[src/rtl/uart_tx_arbiter_if.sv]
// rtl/uart_tx_arbiter_if.sv - byte-source requests and uart_tx launch/done handshake bundle
interface uart_tx_arbiter_if;
    logic       req0_valid;
    logic [7:0] req0_byte;
    logic       req0_ready;
    logic       req1_valid;
    logic [7:0] req1_byte;
    logic       req1_ready;
    logic       tx_active;
    logic       tx_done;
    logic       tx_dv;
    logic [7:0] tx_byte;

    modport master (
        output req0_valid, req0_byte, req1_valid, req1_byte, tx_active, tx_done,
        input  req0_ready, req1_ready, tx_dv, tx_byte
    );

    modport slave (
        input  req0_valid, req0_byte, req1_valid, req1_byte, tx_active, tx_done,
        output req0_ready, req1_ready, tx_dv, tx_byte
    );
endinterface

[src/rtl/uart_tx_arbiter.sv]
// rtl/uart_tx_arbiter.sv - round-robin per-byte arbiter sharing one uart_tx between two sources
module uart_tx_arbiter #(
    parameter int GAP_CLKS     = 16,
    parameter int TIMEOUT_CLKS = 20000,
    parameter int CNT_W        = 16
) (
    input  logic             clk_i,
    input  logic             rst_ni,
    uart_tx_arbiter_if.slave bus,
    input  logic             clr_err_i,
    output logic             grant_o,
    output logic             busy_o,
    output logic             err_timeout_o,
    output logic [CNT_W-1:0] cnt0_o,
    output logic [CNT_W-1:0] cnt1_o
);
    localparam int GAP_W    = (GAP_CLKS < 2) ? 1 : $clog2(GAP_CLKS);
    localparam int TO_W     = (TIMEOUT_CLKS < 2) ? 1 : $clog2(TIMEOUT_CLKS);
    localparam int GAP_LAST = (GAP_CLKS > 0) ? GAP_CLKS - 1 : 0;
    localparam int TO_LAST  = (TIMEOUT_CLKS > 0) ? TIMEOUT_CLKS - 1 : 0;

    typedef enum logic [1:0] {S_IDLE, S_LAUNCH, S_BUSY, S_GAP} state_e;

    state_e           state_q;
    logic             tx_dv_q;
    logic [7:0]       tx_byte_q;
    logic             grant_q;
    logic             last_grant_q;
    logic             err_q;
    logic [CNT_W-1:0] cnt0_q;
    logic [CNT_W-1:0] cnt1_q;
    logic [GAP_W-1:0] gap_q;
    logic [TO_W-1:0]  to_q;

    logic   can_accept;
    logic   pick;
    logic   acc0;
    logic   acc1;
    state_e after_tx;

    // Readys are gated by reset so a source never sees a handshake while the block is held.
    always_comb begin
        can_accept = rst_ni && (state_q == S_IDLE) && !bus.tx_active;
        pick       = (bus.req0_valid && bus.req1_valid) ? ~last_grant_q : bus.req1_valid;
        acc0       = can_accept && bus.req0_valid && !pick;
        acc1       = can_accept && bus.req1_valid && pick;
        after_tx   = (GAP_CLKS == 0) ? S_IDLE : S_GAP;
    end

    always_ff @(posedge clk_i or negedge rst_ni) begin
        if (!rst_ni) begin
            state_q      <= S_IDLE;
            tx_dv_q      <= 1'b0;
            tx_byte_q    <= 8'h00;
            grant_q      <= 1'b0;
            last_grant_q <= 1'b1;
            err_q        <= 1'b0;
            cnt0_q       <= '0;
            cnt1_q       <= '0;
            gap_q        <= '0;
            to_q         <= '0;
        end else begin
            tx_dv_q <= 1'b0;
            if (clr_err_i) begin
                err_q <= 1'b0;
            end
            case (state_q)
                S_IDLE: begin
                    if (acc0 || acc1) begin
                        tx_byte_q    <= acc1 ? bus.req1_byte : bus.req0_byte;
                        grant_q      <= acc1;
                        last_grant_q <= acc1;
                        tx_dv_q      <= 1'b1;
                        state_q      <= S_LAUNCH;
                    end
                end
                S_LAUNCH: begin
                    to_q    <= '0;
                    state_q <= S_BUSY;
                end
                S_BUSY: begin
                    to_q <= to_q + TO_W'(1);
                    // A done arriving on the watchdog's last cycle still counts as a good byte.
                    if (bus.tx_done) begin
                        if (grant_q) begin
                            cnt1_q <= cnt1_q + CNT_W'(1);
                        end else begin
                            cnt0_q <= cnt0_q + CNT_W'(1);
                        end
                        gap_q   <= '0;
                        state_q <= after_tx;
                    end else if (to_q == TO_W'(TO_LAST)) begin
                        err_q   <= 1'b1;
                        gap_q   <= '0;
                        state_q <= after_tx;
                    end
                end
                S_GAP: begin
                    if (gap_q == GAP_W'(GAP_LAST)) begin
                        state_q <= S_IDLE;
                    end else begin
                        gap_q <= gap_q + GAP_W'(1);
                    end
                end
                default: state_q <= S_IDLE;
            endcase
        end
    end

    assign bus.req0_ready = acc0;
    assign bus.req1_ready = acc1;
    assign bus.tx_dv      = tx_dv_q;
    assign bus.tx_byte    = tx_byte_q;
    assign grant_o        = grant_q;
    assign busy_o         = (state_q != S_IDLE);
    assign err_timeout_o  = err_q;
    assign cnt0_o         = cnt0_q;
    assign cnt1_o         = cnt1_q;
endmodule

[src/flat_wrapper.sv]
// flat-port wrapper written by rule: the top's interface ports become plain ports
module uart_tx_arbiter_flat 
#(
    parameter int GAP_CLKS     = 16,
    parameter int TIMEOUT_CLKS = 20000,
    parameter int CNT_W        = 16
)
  (clk_i, rst_ni, clr_err_i, grant_o, busy_o, err_timeout_o, cnt0_o, cnt1_o, bus_req0_valid, bus_req0_byte, bus_req1_valid, bus_req1_byte, bus_tx_active, bus_tx_done, bus_req0_ready, bus_req1_ready, bus_tx_dv, bus_tx_byte);
  uart_tx_arbiter_if bus_i ();
  input  logic clk_i;
  input  logic rst_ni;
  input  logic clr_err_i;
  output logic grant_o;
  output logic busy_o;
  output logic err_timeout_o;
  output logic [CNT_W-1:0] cnt0_o;
  output logic [CNT_W-1:0] cnt1_o;
  input wire logic [$bits(bus_i.req0_valid)-1:0] bus_req0_valid;
  input wire logic [$bits(bus_i.req0_byte)-1:0] bus_req0_byte;
  input wire logic [$bits(bus_i.req1_valid)-1:0] bus_req1_valid;
  input wire logic [$bits(bus_i.req1_byte)-1:0] bus_req1_byte;
  input wire logic [$bits(bus_i.tx_active)-1:0] bus_tx_active;
  input wire logic [$bits(bus_i.tx_done)-1:0] bus_tx_done;
  output wire logic [$bits(bus_i.req0_ready)-1:0] bus_req0_ready;
  output wire logic [$bits(bus_i.req1_ready)-1:0] bus_req1_ready;
  output wire logic [$bits(bus_i.tx_dv)-1:0] bus_tx_dv;
  output wire logic [$bits(bus_i.tx_byte)-1:0] bus_tx_byte;
  assign bus_i.req0_valid = bus_req0_valid;
  assign bus_i.req0_byte = bus_req0_byte;
  assign bus_i.req1_valid = bus_req1_valid;
  assign bus_i.req1_byte = bus_req1_byte;
  assign bus_i.tx_active = bus_tx_active;
  assign bus_i.tx_done = bus_tx_done;
  assign bus_req0_ready = bus_i.req0_ready;
  assign bus_req1_ready = bus_i.req1_ready;
  assign bus_tx_dv = bus_i.tx_dv;
  assign bus_tx_byte = bus_i.tx_byte;
  uart_tx_arbiter #(.GAP_CLKS(GAP_CLKS), .TIMEOUT_CLKS(TIMEOUT_CLKS), .CNT_W(CNT_W)) u_core (.clk_i(clk_i), .rst_ni(rst_ni), .bus(bus_i), .clr_err_i(clr_err_i), .grant_o(grant_o), .busy_o(busy_o), .err_timeout_o(err_timeout_o), .cnt0_o(cnt0_o), .cnt1_o(cnt1_o));
endmodule
[config.mk]
export PLATFORM = sky130hd
export DESIGN_NAME = uart_tx_arbiter_flat
export DESIGN_NICKNAME = d
export VERILOG_FILES = /design/src/rtl/uart_tx_arbiter_if.sv /design/src/rtl/uart_tx_arbiter.sv /design/src/flat_wrapper.sv
export SDC_FILE = /design/constraint.sdc
export NUM_CORES = 1
export LEC_CHECK = 0
export BUFFER_PORTS_ARGS = -buffer_cell sky130_fd_sc_hd__buf_2
export CORE_ASPECT_RATIO = 0.6
export CORE_UTILIZATION = 40
export CTS_BUF_LIST = sky130_fd_sc_hd__clkbuf_16
export CTS_CLUSTER_SIZE = 8
export DETAILED_ROUTE_END_ITERATION = 6
export PLACE_DENSITY = 0.68
export SYNTH_ARGS = -nofsm -noshare
export SYNTH_HDL_FRONTEND = slang
export SYNTH_SLANG_ARGS = --single-unit
[constraint.sdc]
create_clock -name clk_i -period 4.71 [get_ports clk_i]
set_input_delay 0.942 -clock clk_i [delete_from_list [all_inputs] [get_ports clk_i]]
set_output_delay 0.942 -clock clk_i [all_outputs]
set_load 0.005 [all_outputs]
After elaboration in Yosys (flattened, before gate mapping):

Cells that the tools add are included.

* register bits after elaboration: 65
* output and inout port bits: 46
* word-level logic and storage cells: 62
* input bits: 23

* bitwise logic cells: 2
* add/subtract/negate cells: 4
* equality and inequality tests: 9
* muxes and demuxes: 18
* reduce and logical (&&, ||, !) cells: 19

Operators by type and width (number)
* 16-bit by 1-bit adder with 16-bit output (second input constant): 2
* 15-bit case mux with 2 select lines: 1
* 15-bit by 1-bit adder with 15-bit output (second input constant): 1
* 15-bit == test (second input constant): 1
* 4-bit 2-to-1 mux: 3
* 3-bit AND reduction: 4
* 2-bit 2-to-1 mux: 4
* 8-bit 2-to-1 mux: 1
* 2-bit case mux with 4 select lines: 1
* 4-bit case mux with 2 select lines: 1
* 1-bit logical AND: 7
* 1-bit 2-to-1 mux: 7
* 2-bit nonzero test: 3
* 4-bit by 1-bit adder with 4-bit output (second input constant): 1
* 2-bit == test (second input constant): 2
* 4-bit == test (second input constant): 1
* 2-bit inequality test (second input constant): 2
* 3-bit by 2-bit inequality test with 1-bit output (second input constant): 1
* 2-bit by 1-bit == test with 1-bit output (second input constant): 1
* 1-bit logical NOT: 2
* 2-bit logical NOT: 1
* 2-bit by 1-bit inequality test with 1-bit output (second input constant): 1
* 1-bit inverter: 2
* 2-bit AND reduction: 1
* 1-bit logical OR: 1

Depth between registers and ports, before layout:

* depth after elaboration: 8
* mapped depth: 8
* gate-level depth less buffers: 6

Worst setup path after synthesis:

OpenSTA, ideal clock, no wires.

* path type: in2out
* start point: in bus_tx_active
* end point: out bus_req0_ready
* data required time: 3.768 ns
* data arrival time: 1.604 ns
* cell stages on the path: 3
* buffers on the path: 1
* slack: 2.164 ns
* path through: nand4b_1 > buf_1 > nor2_1

* word-level cells in the longest chain between the ends: 4

Ends and longest elaborated chain
* start, declared: RTL line flat_wrapper.sv:22 `input wire logic [$bits(bus_i.tx_active)-1:0] bus_tx_active;`
* 1-bit logical NOT: RTL line uart_tx_arbiter.sv:43 `can_accept = rst_ni && (state_q == S_IDLE) && !bus.tx_active;`
* 1-bit logical AND: RTL line uart_tx_arbiter.sv:43
* 1-bit logical AND (2 in series): RTL line uart_tx_arbiter.sv:45 `acc0 = can_accept && bus.req0_valid && !pick;`
* end, declared: RTL line flat_wrapper.sv:24 `output wire logic [$bits(bus_i.req0_ready)-1:0] bus_req0_ready;`

Every way passes these cells.

Final worst setup path:

Same ends and word-level chain as after synthesis.

==> results.rst <==
.. list-table::
   :header-rows: 1

   * - Metric
     - Value
   * - Total number of vias
     - 2366
   * - Hold Path Origin
     - u_core.cnt0_o[15]
   * - Warnings from Yosys
     - 0
   * - Max-capacitance violation count
     - 0
   * - Number of clock sinks
     - 65
   * - Share of the synthesized area in the top cell type
     - 51.8%
   * - Outcome
     - finished clean
   * - CTS max path bufs
     - 2
   * - R2R Setup Slk
     - 2.35 ns
   * - Per-instance average area after synthesis
     - 10.5 um2
   * - Source of the critical timing path
     - bus_tx_active
   * - Leading post-synthesis cells by cell area
     - dfrtp_1 52%, xnor2_1 7.4%, mux2i_1 3.9%, xor2_1 3.1%, nand4_1 3.0%
   * - Post-synth cell types
     - 38
   * - Hold WC Path Type
     - reg -> reg
   * - Required arrival time at the worst endpoint
     - 3.77 ns
   * - Critical Path Max Stage Delay
     - 0.60 ns
   * - CP max-delay cell
     - nand4b_1
   * - Critical path buffer and inverter count
     - 2
   * - Area delta synth->final
     - 23.7%
   * - Non-filler cells, final
     - 475
   * - Number of enable-type register cells in the synthesized netlist
     - 0
   * - Clock edge transition at the registers on the reported setup and hold paths
     - 0.05 ns
   * - LEAKAGE
     - 1.92 nW
   * - Area post-placement
     - 3540 um2
   * - Family with the most delay on the worst path
     - simple AND/OR/NAND/NOR gates
   * - Leading cell type in the layout, fill and taps excluded
     - buf_2
   * - Number of nets with antenna violations after detailed routing
     - 0
   * - Final Wtd Congestion
     - 0.776
   * - Number of buffers created by CTS
     - 9
   * - Placed Cells incl. Taps
     - 458
   * - Die Span Y
     - 70.1 um
   * - Nets in the synthesized netlist
     - 324
   * - Pin count of the biggest net entering global routing
     - 67
   * - Critical path launch point type
     - primary input
   * - Final critical-path required period
     - 2.98 ns
   * - Crit path cell chain
     - buf_2 > nand4b_1 > nor2_1 > buf_2
   * - Worst min-delay path endpoint
     - u_core.cnt0_o[15]
   * - Worst-skew pair later-pin latency
     - roughly 0.33 ns
   * - Number of top-level design ports
     - 69
   * - Number of antenna violations at the first check in global routing
     - 0
   * - HPWL after detailed placement
     - 4590 um
   * - Category of the worst setup path capture point
     - primary output
   * - RR Endpoint
     - u_core.gap_q[0]
   * - Count of unresolved DRC violations after routing
     - 0
   * - Via count normalized by instance count
     - 4.98
   * - Most frequent CP cell
     - buf_2
   * - Cell taking the most area after synthesis
     - dfrtp_1
   * - Initial cell density of the core
     - 42.0%
   * - Hold Path Depth
     - 1
   * - Length of the first detailed-routing pass in iterations
     - 4
   * - Final total negative setup slack
     - 0 ns
   * - Wire length per cell
     - roughly 14 um
   * - Number of max-slew violations in the final report
     - 0
   * - Setup violators final
     - 0
   * - Die extent in x
     - roughly 120 um
   * - Cell area after synthesis
     - 3090 um2
   * - Yosys reg bits
     - 65
   * - Part of the Yosys area used for sequential elements
     - 52.6%
   * - Reg-to-reg startpoint
     - u_core.to_q[0]
   * - Final clock period utilization by the worst path
     - 63.3%
   * - Slew Limit Headroom
     - 44.9%
   * - Max Clk Rate
     - 0.336 GHz
   * - Gate count of the mapped netlist
     - between 200 and 300
   * - Final #Nets
     - around 400
   * - Total global routing track utilization
     - 17.5%
   * - Setup bufs post-CTS
     - 0
   * - Power per cell area
     - 488 nW/um2
   * - Maximum VDD drop
     - 0.309 mV
   * - First DRT Iteration DRCs
     - 181
   * - Total routed wirelength
     - approximately 6400 um
   * - Global-route wire length before repair
     - 10600 um
   * - Commonest cells after routing, fill and taps aside
     - 68 x buf_2, 64 x dfrtp_1, 26 x xnor2_1, 24 x nor2_1, 22 x nand2_1
   * - Setup repair after global routing missed its margin
     - no
   * - Total die area
     - approximately 8100 um2
   * - Final setup skew
     - roughly 0.0075 ns
   * - Fraction of layout cells with a size suffix above 1
     - 24.3%
   * - Most used DFF post-synth
     - dfrtp_1
   * - Floorplan Core Area
     - approximately 7400 um2
   * - TritonCTS clock tree
     - done
   * - Hold-fix buffer count after cts
     - 0
   * - Number of rows created at floorplan
     - 24
   * - Class of the most critical setup path
     - in -> out
   * - Clock root buffer master
     - clkbuf_16
   * - Measured slew at the worst slew-check pin
     - 0.826 ns
   * - Data arrival time of the critical path
     - 2.04 ns
   * - Peak fanout along the critical path
     - 12
   * - Final instance area
     - 3820 um2
   * - Number of global-route vias before repair
     - 2140
   * - Number of levels in the clock H-tree
     - 3
   * - Share of flip-flops with an asynchronous set or reset after synthesis
     - 100%
   * - Post-cts sizing count
     - 0
   * - Endpoints failing hold
     - 0
   * - I/O Buffers
     - 68
   * - Total congestion overflow after global routing
     - 0
   * - Length in cells of the worst reg-to-reg path
     - 5
==> worst max-delay path by stage <==
| stage | to | slack [ns] | cells after the start |
|---|---|---|---|
| 2_1_floorplan | bus_req0_ready | 2.16 | 3 |
| 3_3_place_gp | bus_req0_ready | 1.69 | 4 |
| 3_5_place_dp | bus_req0_ready | 1.72 | 4 |
| 4_1_cts | bus_req0_ready | 1.71 | 4 |
| 5_1_grt | bus_req0_ready | 1.53 | 5 |
| 6_report | bus_req0_ready | 1.73 | 4 |
==> state kept, by name (all words and copies together), names as in the netlist <==
| name | flops |
|---|---|
| u_core.gap_q | 4 |
| u_core.to_q | 15 |
| u_core.bus.tx_dv | 1 |
| u_core.bus.tx_byte | 8 |
| u_core.err_timeout_o | 1 |
| u_core.cnt1_o | 16 |
| u_core.grant_o | 1 |
| u_core.last_grant_q | 1 |
| u_core.cnt0_o | 16 |
| u_core.state_q | 2 |
==> synthesized netlist by cell type, types with 3 or more instances <==
master / number
nand4b_1: 5
dfrtp_1: 64
a21oi_1: 13
clkbuf_1: 9
nand3_1: 16
mux2i_1: 12
or3_1: 4
nor3_1: 4
nor2_1: 24
xnor2_1: 26
ha_1: 7
nand4_1: 15
and3_1: 10
nand2_1: 22
xor2_1: 11
nor4_1: 4
inv_1: 17
mux2_2: 3
o21ai_0: 5
==> routing by layer <==
layer  track usage (%)  routed length, um
met5                 0                  0
met4              5.19                 24
met3              7.29                494
met2              21.8               2480
met1              26.7               3420
==> area by class of cell <==
class,count,area (um2)
fillers,639,3530
flip-flops and latches,65,1630
multi-input cells,202,1360
repair buffers,70,355
clock buffers,9,225
well taps,104,130
inverters,17,63.8
clock inverters,7,56.3
diodes,1,2.50
==> logic make-up after synthesis <==
| logic type | count (synthesis) | share of synthesized area, % |
|---|---|---|
| XOR/XNOR | 37 | 10.5 |
| flip-flops | 65 | 52.6 |
| AND/OR/NAND/NOR | 111 | 19.0 |
| buffers and inverters | 27 | 3.28 |
| multiplexers | 15 | 4.98 |
| AO/OA/AOI/OAI | 32 | 6.80 |
| adder cells (fa/ha/maj) | 7 | 2.83 |
==> stage by stage <==
stage          worst slack, ns  total power [mW]  hold WS [ns]  util (%)
3_5_place_dp              1.72              1.24         0.465      48.1
4_1_cts                   1.71              1.88         0.470      52.0
2_1_floorplan             2.16              1.06         0.437         -
6_report                  1.73              1.87         0.469      52.0
3_3_place_gp              1.69              1.24         0.459      48.1
5_1_grt                   1.53              1.99         0.493      52.0
==> power breakdown <==
part / internal [mW] / total (mW) / switching [mW]
sequential: 0.666 / 0.777 / 0.111
clock: 0.400 / 0.630 / 0.230
combinational: 0.200 / 0.459 / 0.259
Power figures use the tool's default switching activity.
